$ cat src/rtl/req_chan_subn.sv
// Request-channel FIFO that routes each head entry to one of NSUB subordinate ports or to a decode-error port.
// Latency: a push into an empty queue is presented as the head one cycle later; there is no same-cycle flow-through.
// Backpressure: a_ready drops while the queue holds DEPTH entries, and a head whose target is not ready stalls every later entry.
module req_chan_subn #(
   parameter int ID_W    = 4,
   parameter int ADDR_W  = 32,
   parameter int DEPTH   = 4,
   parameter int NSUB    = 2,
   parameter int SEL_LSB = 28
) (
   input  logic                       clk,
   input  logic                       rst_n,
   input  logic                       a_valid,
   output logic                       a_ready,
   input  logic [ID_W-1:0]            a_id,
   input  logic [ADDR_W-1:0]          a_addr,
   input  logic [5:0]                 a_atop,
   output logic [NSUB-1:0]            reqc_s_valid,
   input  logic [NSUB-1:0]            reqc_s_ready,
   output logic [ID_W-1:0]            reqc_s_id,
   output logic [ADDR_W-1:0]          reqc_s_addr,
   output logic                       reqc_err_valid,
   input  logic                       reqc_err_ready,
   output logic [$clog2(DEPTH):0]     q_count
);

   localparam int AW    = $clog2(DEPTH);
   localparam int CW    = AW + 1;
   localparam int SEL_W = (NSUB > 1) ? $clog2(NSUB) : 1;
   localparam int SW1   = SEL_W + 1;
   localparam logic [CW-1:0]  FULL   = CW'(DEPTH);
   localparam logic [SW1-1:0] NSUB_V = SW1'(NSUB);

   logic [ID_W-1:0]   id_mem   [DEPTH];
   logic [ADDR_W-1:0] addr_mem [DEPTH];
   logic [AW-1:0]     wadr;
   logic [AW-1:0]     radr;
   logic [CW-1:0]     cnt;
   logic [SEL_W-1:0]  sel;
   logic              nonempty;
   logic              mapped;
   logic              push;
   logic              pop;
   logic              unused_atop;

   // Atomic ops carry no meaning for this channel.
   assign unused_atop = ^a_atop;

   assign a_ready     = (cnt != FULL);
   assign push        = a_valid & a_ready;
   assign nonempty    = (cnt != '0);
   assign reqc_s_id   = id_mem[radr];
   assign reqc_s_addr = addr_mem[radr];
   assign sel         = reqc_s_addr[SEL_LSB +: SEL_W];
   assign mapped      = ({1'b0, sel} < NSUB_V);
   assign q_count     = cnt;

   always_comb begin
      reqc_s_valid = '0;
      for (int i = 0; i < NSUB; i++) begin
         reqc_s_valid[i] = nonempty & mapped & (sel == SEL_W'(i));
      end
   end

   assign reqc_err_valid = nonempty & ~mapped;
   assign pop = (|(reqc_s_valid & reqc_s_ready)) | (reqc_err_valid & reqc_err_ready);

   // Payload array is deliberately left out of reset; cnt alone qualifies it.
   always_ff @(posedge clk) begin
      if (push) begin
         id_mem[wadr]   <= a_id;
         addr_mem[wadr] <= a_addr;
      end
   end

   always_ff @(posedge clk or negedge rst_n) begin
      if (!rst_n) begin
         wadr <= '0;
         radr <= '0;
         cnt  <= '0;
      end else begin
         if (push) begin
            wadr <= wadr + 1'b1;
         end
         if (pop) begin
            radr <= radr + 1'b1;
         end
         if (push && !pop) begin
            cnt <= cnt + 1'b1;
         end else if (pop && !push) begin
            cnt <= cnt - 1'b1;
         end
      end
   end

endmodule

$ cat config.mk
export PLATFORM = sky130hd
export DESIGN_NAME = req_chan_subn
export DESIGN_NICKNAME = d
export VERILOG_FILES = /design/src/rtl/req_chan_subn.sv
export SDC_FILE = /design/constraint.sdc
export NUM_CORES = 1
export LEC_CHECK = 0
export CAP_MARGIN = 20
export CORE_ASPECT_RATIO = 0.6
export CORE_MARGIN = 4
export CORE_UTILIZATION = 45
export CTS_CLUSTER_DIAMETER = 100
export DETAILED_ROUTE_END_ITERATION = 8
export GPL_TIMING_DRIVEN = 0
export PLACE_DENSITY = 0.66
export SLEW_MARGIN = 20
export SYNTH_ARGS = -nofsm -noshare
export SYNTH_HDL_FRONTEND = slang
export SYNTH_SLANG_ARGS = --single-unit
$ cat constraint.sdc
create_clock -name clk -period 4.42 [get_ports clk]
set_clock_uncertainty 0.15 [all_clocks]
set_input_delay 1.105 -clock clk [delete_from_list [all_inputs] [get_ports clk]]
set_output_delay 1.105 -clock clk [all_outputs]
set_load 0.05 [all_outputs]
==> impl_metrics.ini, run 1 <==
[clocking]
numClockSinks = 151
htreeDepth = 4
postCtsSetupBuffers = 0
ctsLongestPathBuffers = 2
ctsResizeCount = 0
clock_insertion_delay_worst_skew_ns = 0.40
cts_tree = yes
cts_buffers = 17
cts_hold_buffers = 0
clkTransAtPathRegs_ns = 0.06
cts-root-buf = clkbuf_16

[timing]
slew_viol_final = 0
finalHoldViolations = 0
maximum_achievable_frequency_mhz = 253
hold_ws_ns = 0.449
final-setup-viol-count = 0
unrepaired_setup_endpoints_after_global_routing = false
layout_min_cycle_time_ns = 3.96
timing.setup.tns_ns = 0
max-slew-margin-rel = 0.587
worst_slew_pin_slew_ns = 0.620
finalCritPeriodShare = 0.896

[worst_setup_path]
critical_path_required_ns = 3.16
crit_buf_inv = 3
rr_startpoint = radr[1]$_DFFE_PN0P_
slowest_delay_ns = 0.82
regToRegEndpoint = q_count[1]$_DFFE_PN0P_
start_kind = register
timing.critical_path.depth = 4
crit_start = radr[1]$_DFFE_PN0P_
arrival_time_at_the_worst_endpoint_ns = 2.70
path_max_fanout = 10
worstPathCellList = buf_2, buf_1, mux4_2, clkdlybuf4s50_1
reg2reg_depth = 7
crit_path_end_kind = output pin
timing.critical_path.max_delay_family = buffers and inverters
worst_path_max_delay_cell = clkdlybuf4s50_1
ff2ff_setup_slack_ns = 1.80
setup.worst_path.end = reqc_s_addr[16]
worstSetupPathType = reg2out

[route]
drt_wl_total_um = 9850
drtPass1Iterations = 6
drc_violation_count_after_routing = 0
via_per_inst = 5.09
route.vias.total = 2629
avgRoutedWirePerCell_um = 19.1
post_route_ant_nets = 0
first_iter_violations = 142

[global_routing]
grt_start_max_net_pins = 27
grt_antenna_before_repair = 0
grtUsageTotal = 0.149
grt_pass1_vias = 2844
grt_pass1_wl_um = 15800
globalRoute.totalOverflow = 0

[power]
power-per-cell-area_nw_per_um2 = 811
ir_worst_vdd_mv = 0.402
p_leak_nw = 2.47

[logic_synthesis]
post_synth_fa_ha_maj_area_fraction = 0.0146
synth_xor_xnor_area_share = 0.0106
synthDominantCellAreaShare = 0.763
synth.distinct_cells = 25
yosys_warnings = 0
syn_area_um2 = 5670
synthArstFlopShare = 0.0464
ys_seq_elements = 151
synth-edff-count = 144
synth_simple_gate_area_share = 0.00905
postSynthNetCount = 287
cell_count_after_synthesis = 233
synth_top_cell_by_area = edfxtp_1
yosys-mux-area-fraction = 0.151
synth_top_family_by_area = multiplexers
synth-compound-area-share = 0.00772
yosys-top-cells-area = edfxtp_1, mux4_2, dfrtp_1
ys_seq_area_frac = 0.794
synth.avg_cell_area_um2 = 24.3
yosys_most_used_dff = edfxtp_1

[cells_and_area]
final-seq-area_um2 = 4500
synthToLayoutAreaGrowth_pct = 30.9
multiInputGateArea_um2 = 1100
finish.net_count = 392
drive_gt1_frac = 0.242
stdcell_area_um2 = 7420
fillCellCount = 888
n_antenna_cell = 0
finalNonFillerCells = 516

[status]
run_status = completed

[floorplan]
width_of_the_chip_um = 153
floorplan.initialDensity = 0.465
floorplan.die.height_um = 94.9
design.core.area_um2 = 12200
placementRows = 31
pin_count = 91
die_area_um2 = 14500

[placed_design]
numPortBuffers = 82
hpwl_um = 6500
dpl_cell_area_um2 = 6800
place_inst = 484
gp_congestion = 0.678

[flow_run]
maxCapViolations = 0

[hold_path]
hold_path_class = reg2reg
## worst reg2reg max path, cell delays in order (launching register included)
cell and delay (ns):
dfrtp_1 0.33, buf_2 0.28, mux4_2 0.44, mux2_4 0.36
ha_1 0.22, inv_1 0.07, fa_1 0.40, mux2_2 0.26
## per-layer routing
| metal | global-route usage | routed length (um) |
|---|---|---|
| met5 | 0 | 0 |
| met4 | 0.0467 | 27 |
| met3 | 0.0582 | 731 |
| met2 | 0.224 | 4650 |
| met1 | 0.204 | 4440 |
## where the power goes
group / total (mW) / internal [mW] / leakage (nW) / switching [mW]
Clock: 1.50 / 0.951 / 0.299 / 0.554
Sequential: 1.98 / 1.90 / 1.40 / 0.0838
Combinational: 2.53 / 0.964 / 0.768 / 1.57
## sequential cells by signal (all words and copies together), names as in the netlist
signal,flops
radr,2
q_count,3
addr_mem,128
id_mem,16
wadr,2
## worst min-delay path by stage
stage,slack [ns],depth (start not counted),from,endpoint
after global placement,0.41,1,wadr[1]$_DFFE_PN0P_,wadr[1]$_DFFE_PN0P_
after CTS,0.45,1,wadr[1]$_DFFE_PN0P_,wadr[1]$_DFFE_PN0P_
final,0.45,1,wadr[1]$_DFFE_PN0P_,wadr[1]$_DFFE_PN0P_
after floorplan,0.38,1,wadr[1]$_DFFE_PN0P_,wadr[1]$_DFFE_PN0P_
after global routing,0.48,1,wadr[1]$_DFFE_PN0P_,wadr[1]$_DFFE_PN0P_
after detailed placement,0.44,1,wadr[1]$_DFFE_PN0P_,wadr[1]$_DFFE_PN0P_
## cells in the mapped netlist (2+ instances only)
cell type and n:
xnor2_1 2, buf_4 4, and2_1 4, buf_2 2, ha_1 5, o311ai_0 2, inv_1 3, buf_1 3
xor2_1 3, nor2_1 3, clkbuf_1 2, dfrtp_1 7, mux4_2 36, mux2_2 2, edfxtp_1 144, o31ai_1 2
## per-stage QoR
stage	setup WS, ns	util	power, mW
6_report	0.461	0.609	6.02
5_1_grt	0.303	0.609	6.30
4_1_cts	0.391	0.609	6.11
3_5_place_dp	0.857	0.558	4.59
3_3_place_gp	0.428	0.550	4.52
2_1_floorplan	1.38	-	3.76
## kinds of logic after synthesis
| family | Yosys count |
|---|---|
| AO/OA/AOI/OAI | 5 |
| buffers and inverters | 14 |
| other | 1 |
| flip-flops | 151 |
| adder cells (fa/ha/maj) | 6 |
| multiplexers | 40 |
| AND/OR/NAND/NOR | 10 |
| XOR/XNOR | 6 |
## final cells by class
type | count | area share
inverters | 3 | 0.00152
plain buffers | 11 | 0.00792
clock buffers | 18 | 0.0578
flip-flops and latches | 151 | 0.606
multi-input cells | 68 | 0.149
repair buffers | 86 | 0.123
well taps | 165 | 0.0278
clock inverters | 14 | 0.0265
## cells in the final DEF (no fill, tap or decap), types with 2 or more instances in the layout
master           count
edfxtp_1           144
xor2_1               3
clkbuf_16           17
bufinv_16            4
buf_2                2
ha_1                 5
inv_6                4
clkinv_4             2
o311ai_0             2
buf_1                3
clkbuf_1             3
buf_4                4
o31ai_1              2
xnor2_1              2
buf_16               2
and2_2               4
mux2_2               2
inv_1                3
clkdlybuf4s50_1     82
clkinvlp_4           2
nor2_1               3
dfrtp_1              7
buf_12               2
mux4_2              36
(Power assumes the default switching activity.)
==> run 2, diff against run 1 <==
--- a/config.mk
+++ b/config.mk
@@ -13,6 +13,7 @@
 export DETAILED_ROUTE_END_ITERATION = 8
 export GPL_TIMING_DRIVEN = 0
 export PLACE_DENSITY = 0.66
+export SETUP_SLACK_MARGIN = 0.15
 export SLEW_MARGIN = 20
 export SYNTH_ARGS = -nofsm -noshare
 export SYNTH_HDL_FRONTEND = slang
==> results of run 2 <==
No change in the layout: final DEF, timing and power equal those of run 1.
==> run 3, diff against run 2 <==
--- a/config.mk
+++ b/config.mk
@@ -9,10 +9,13 @@
 export CORE_ASPECT_RATIO = 0.6
 export CORE_MARGIN = 4
 export CORE_UTILIZATION = 45
+export CTS_BUF_LIST = sky130_fd_sc_hd__clkbuf_8
 export CTS_CLUSTER_DIAMETER = 100
+export CTS_CLUSTER_SIZE = 25
 export DETAILED_ROUTE_END_ITERATION = 8
+export DONT_BUFFER_PORTS = 1
 export GPL_TIMING_DRIVEN = 0
-export PLACE_DENSITY = 0.66
+export PLACE_DENSITY = 0.57
 export SETUP_SLACK_MARGIN = 0.15
 export SLEW_MARGIN = 20
 export SYNTH_ARGS = -nofsm -noshare
==> impl_metrics.ini, run 3 (synthesis results as in run 1) <==
[status]
run_status = completed

[clocking]
cts_buffers = 17
clock_insertion_delay_worst_skew_ns = 0.42
cts-root-buf = clkbuf_8
clkTransAtPathRegs_ns = 0.08
ctsResizeCount = 0
cts_tree = yes
ctsLongestPathBuffers = 2
cts_hold_buffers = 0
htreeDepth = 4
numClockSinks = 151
postCtsSetupBuffers = 0

[cells_and_area]
layout.cells.most_common = edfxtp_1
finish.net_count = 310
n_antenna_cell = 0
drive_gt1_frac = 0.313
largest_reg_flops = 128
synthToLayoutAreaGrowth_pct = 12.8
layout_common_cells = edfxtp_1, mux4_2, clkbuf_8
largest_register = addr_mem
finalNonFillerCells = 433

[placed_design]
numPortBuffers = 0
hpwl_um = 6330
gp_congestion = 0.638
pre_cts_ws_ns = 1.27
place_inst = 402

[worst_setup_path]
critical_path_required_ns = 3.16
start_kind = register
path_max_fanout = 10
crit_path_end_kind = output pin
worstSetupPathType = reg2out
arrival_time_at_the_worst_endpoint_ns = 2.33

[global_routing]
globalRoute.totalOverflow = 0
grtUsageTotal = 0.146
grt_pass1_vias = 2518
grt_pass1_wl_um = 15300
grt_antenna_before_repair = 0
grt_start_max_net_pins = 23

[timing]
unrepaired_setup_endpoints_after_global_routing = false
max-slew-margin-rel = 0.378
final-setup-viol-count = 0
timing.setup.tns_ns = 0
slew_viol_final = 0
layout_min_cycle_time_ns = 3.58
finalCritPeriodShare = 0.810
maximum_achievable_frequency_mhz = 279
worst_slew_pin_slew_ns = 0.931
finalHoldViolations = 0
final_setup_slack_of_the_worst_path_ns = 0.839

[route]
drtPass1Iterations = 4
drt_wl_total_um = 9840
first_iter_violations = 113
avgRoutedWirePerCell_um = 22.7
via_per_inst = 5.36
drc_violation_count_after_routing = 0
route.vias.total = 2323
post_route_ant_nets = 0

[floorplan]
placementRows = 31
floorplan.die.height_um = 94.9
design.core.area_um2 = 12200
die_area_um2 = 14500
pin_count = 91
floorplan.initialDensity = 0.465
width_of_the_chip_um = 153

[flow_run]
maxCapViolations = 0

[hold_path]
hold_path_class = in2async
==> run 3: changes by cell type in the layout (fill, tap and decap cells not counted), sizes merged <==
cell           delta
clkbuf            -1
clkdlybuf4s50    -82
clkinv            +2
inv               -2
==> run 3: cell type report <==
class	count	area, um^2
Fill cell	963	5790
Sequential cell	151	4500
Multi-Input combinational cell	68	1100
Clock buffer	17	234
Tap cell	165	206
Clock inverter	14	184
Timing Repair Buffer	4	95.1
Buffer	11	58.8
Inverter	3	11.3
==> run 3: critical path, cell delays in order (launching register included) <==
cell and delay [ns]:
dfrtp_1 0.32, buf_2 0.27, mux4_2 0.56, nor2_1 0.75
==> run 3: worst paths after layout <==
path | from | endpoint | slack, ns | cells after the start
setup / recovery | radr[1]$_DFFE_PN0P_ | reqc_s_valid[0] | 0.84 | 3
hold / removal | rst_n | q_count[2]$_DFFE_PN0P_ | 0.22 | 0
setup reg to reg | q_count[0]$_DFFE_PN0P_ | q_count[2]$_DFFE_PN0P_ | 1.60 | 9
hold reg to reg | wadr[1]$_DFFE_PN0P_ | wadr[1]$_DFFE_PN0P_ | 0.44 | 1
max in group asynchronous | rst_n | wadr[0]$_DFFE_PN0P_ | 3.83 | 0
min in group clk | wadr[1]$_DFFE_PN0P_ | wadr[1]$_DFFE_PN0P_ | 0.44 | 1
==> run 3: layer usage <==
layer / vias to the layer above / wire length, um / track usage
li1: 1017 / - / -
met1: 1225 / 4420 / 0.192
met3: 11 / 826 / 0.0696
met2: 70 / 4490 / 0.215
met5: - / 0 / 0
met4: 0 / 108 / 0.0556
==> run 3: stage by stage <==
stage          instance area [um^2]  hold WS (ns)   util
3_3_place_gp                   5880         0.419  0.482
3_5_place_dp                   5980         0.426  0.491
4_1_cts                        6390         0.186  0.525
5_1_grt                        6390         0.170  0.525
6_report                       6390         0.223  0.525
2_1_floorplan                  5670         0.384      -
Power of run 3 is not shown: default switching activity piles up to over one toggle a cycle in this logic, so the estimate is an artifact.
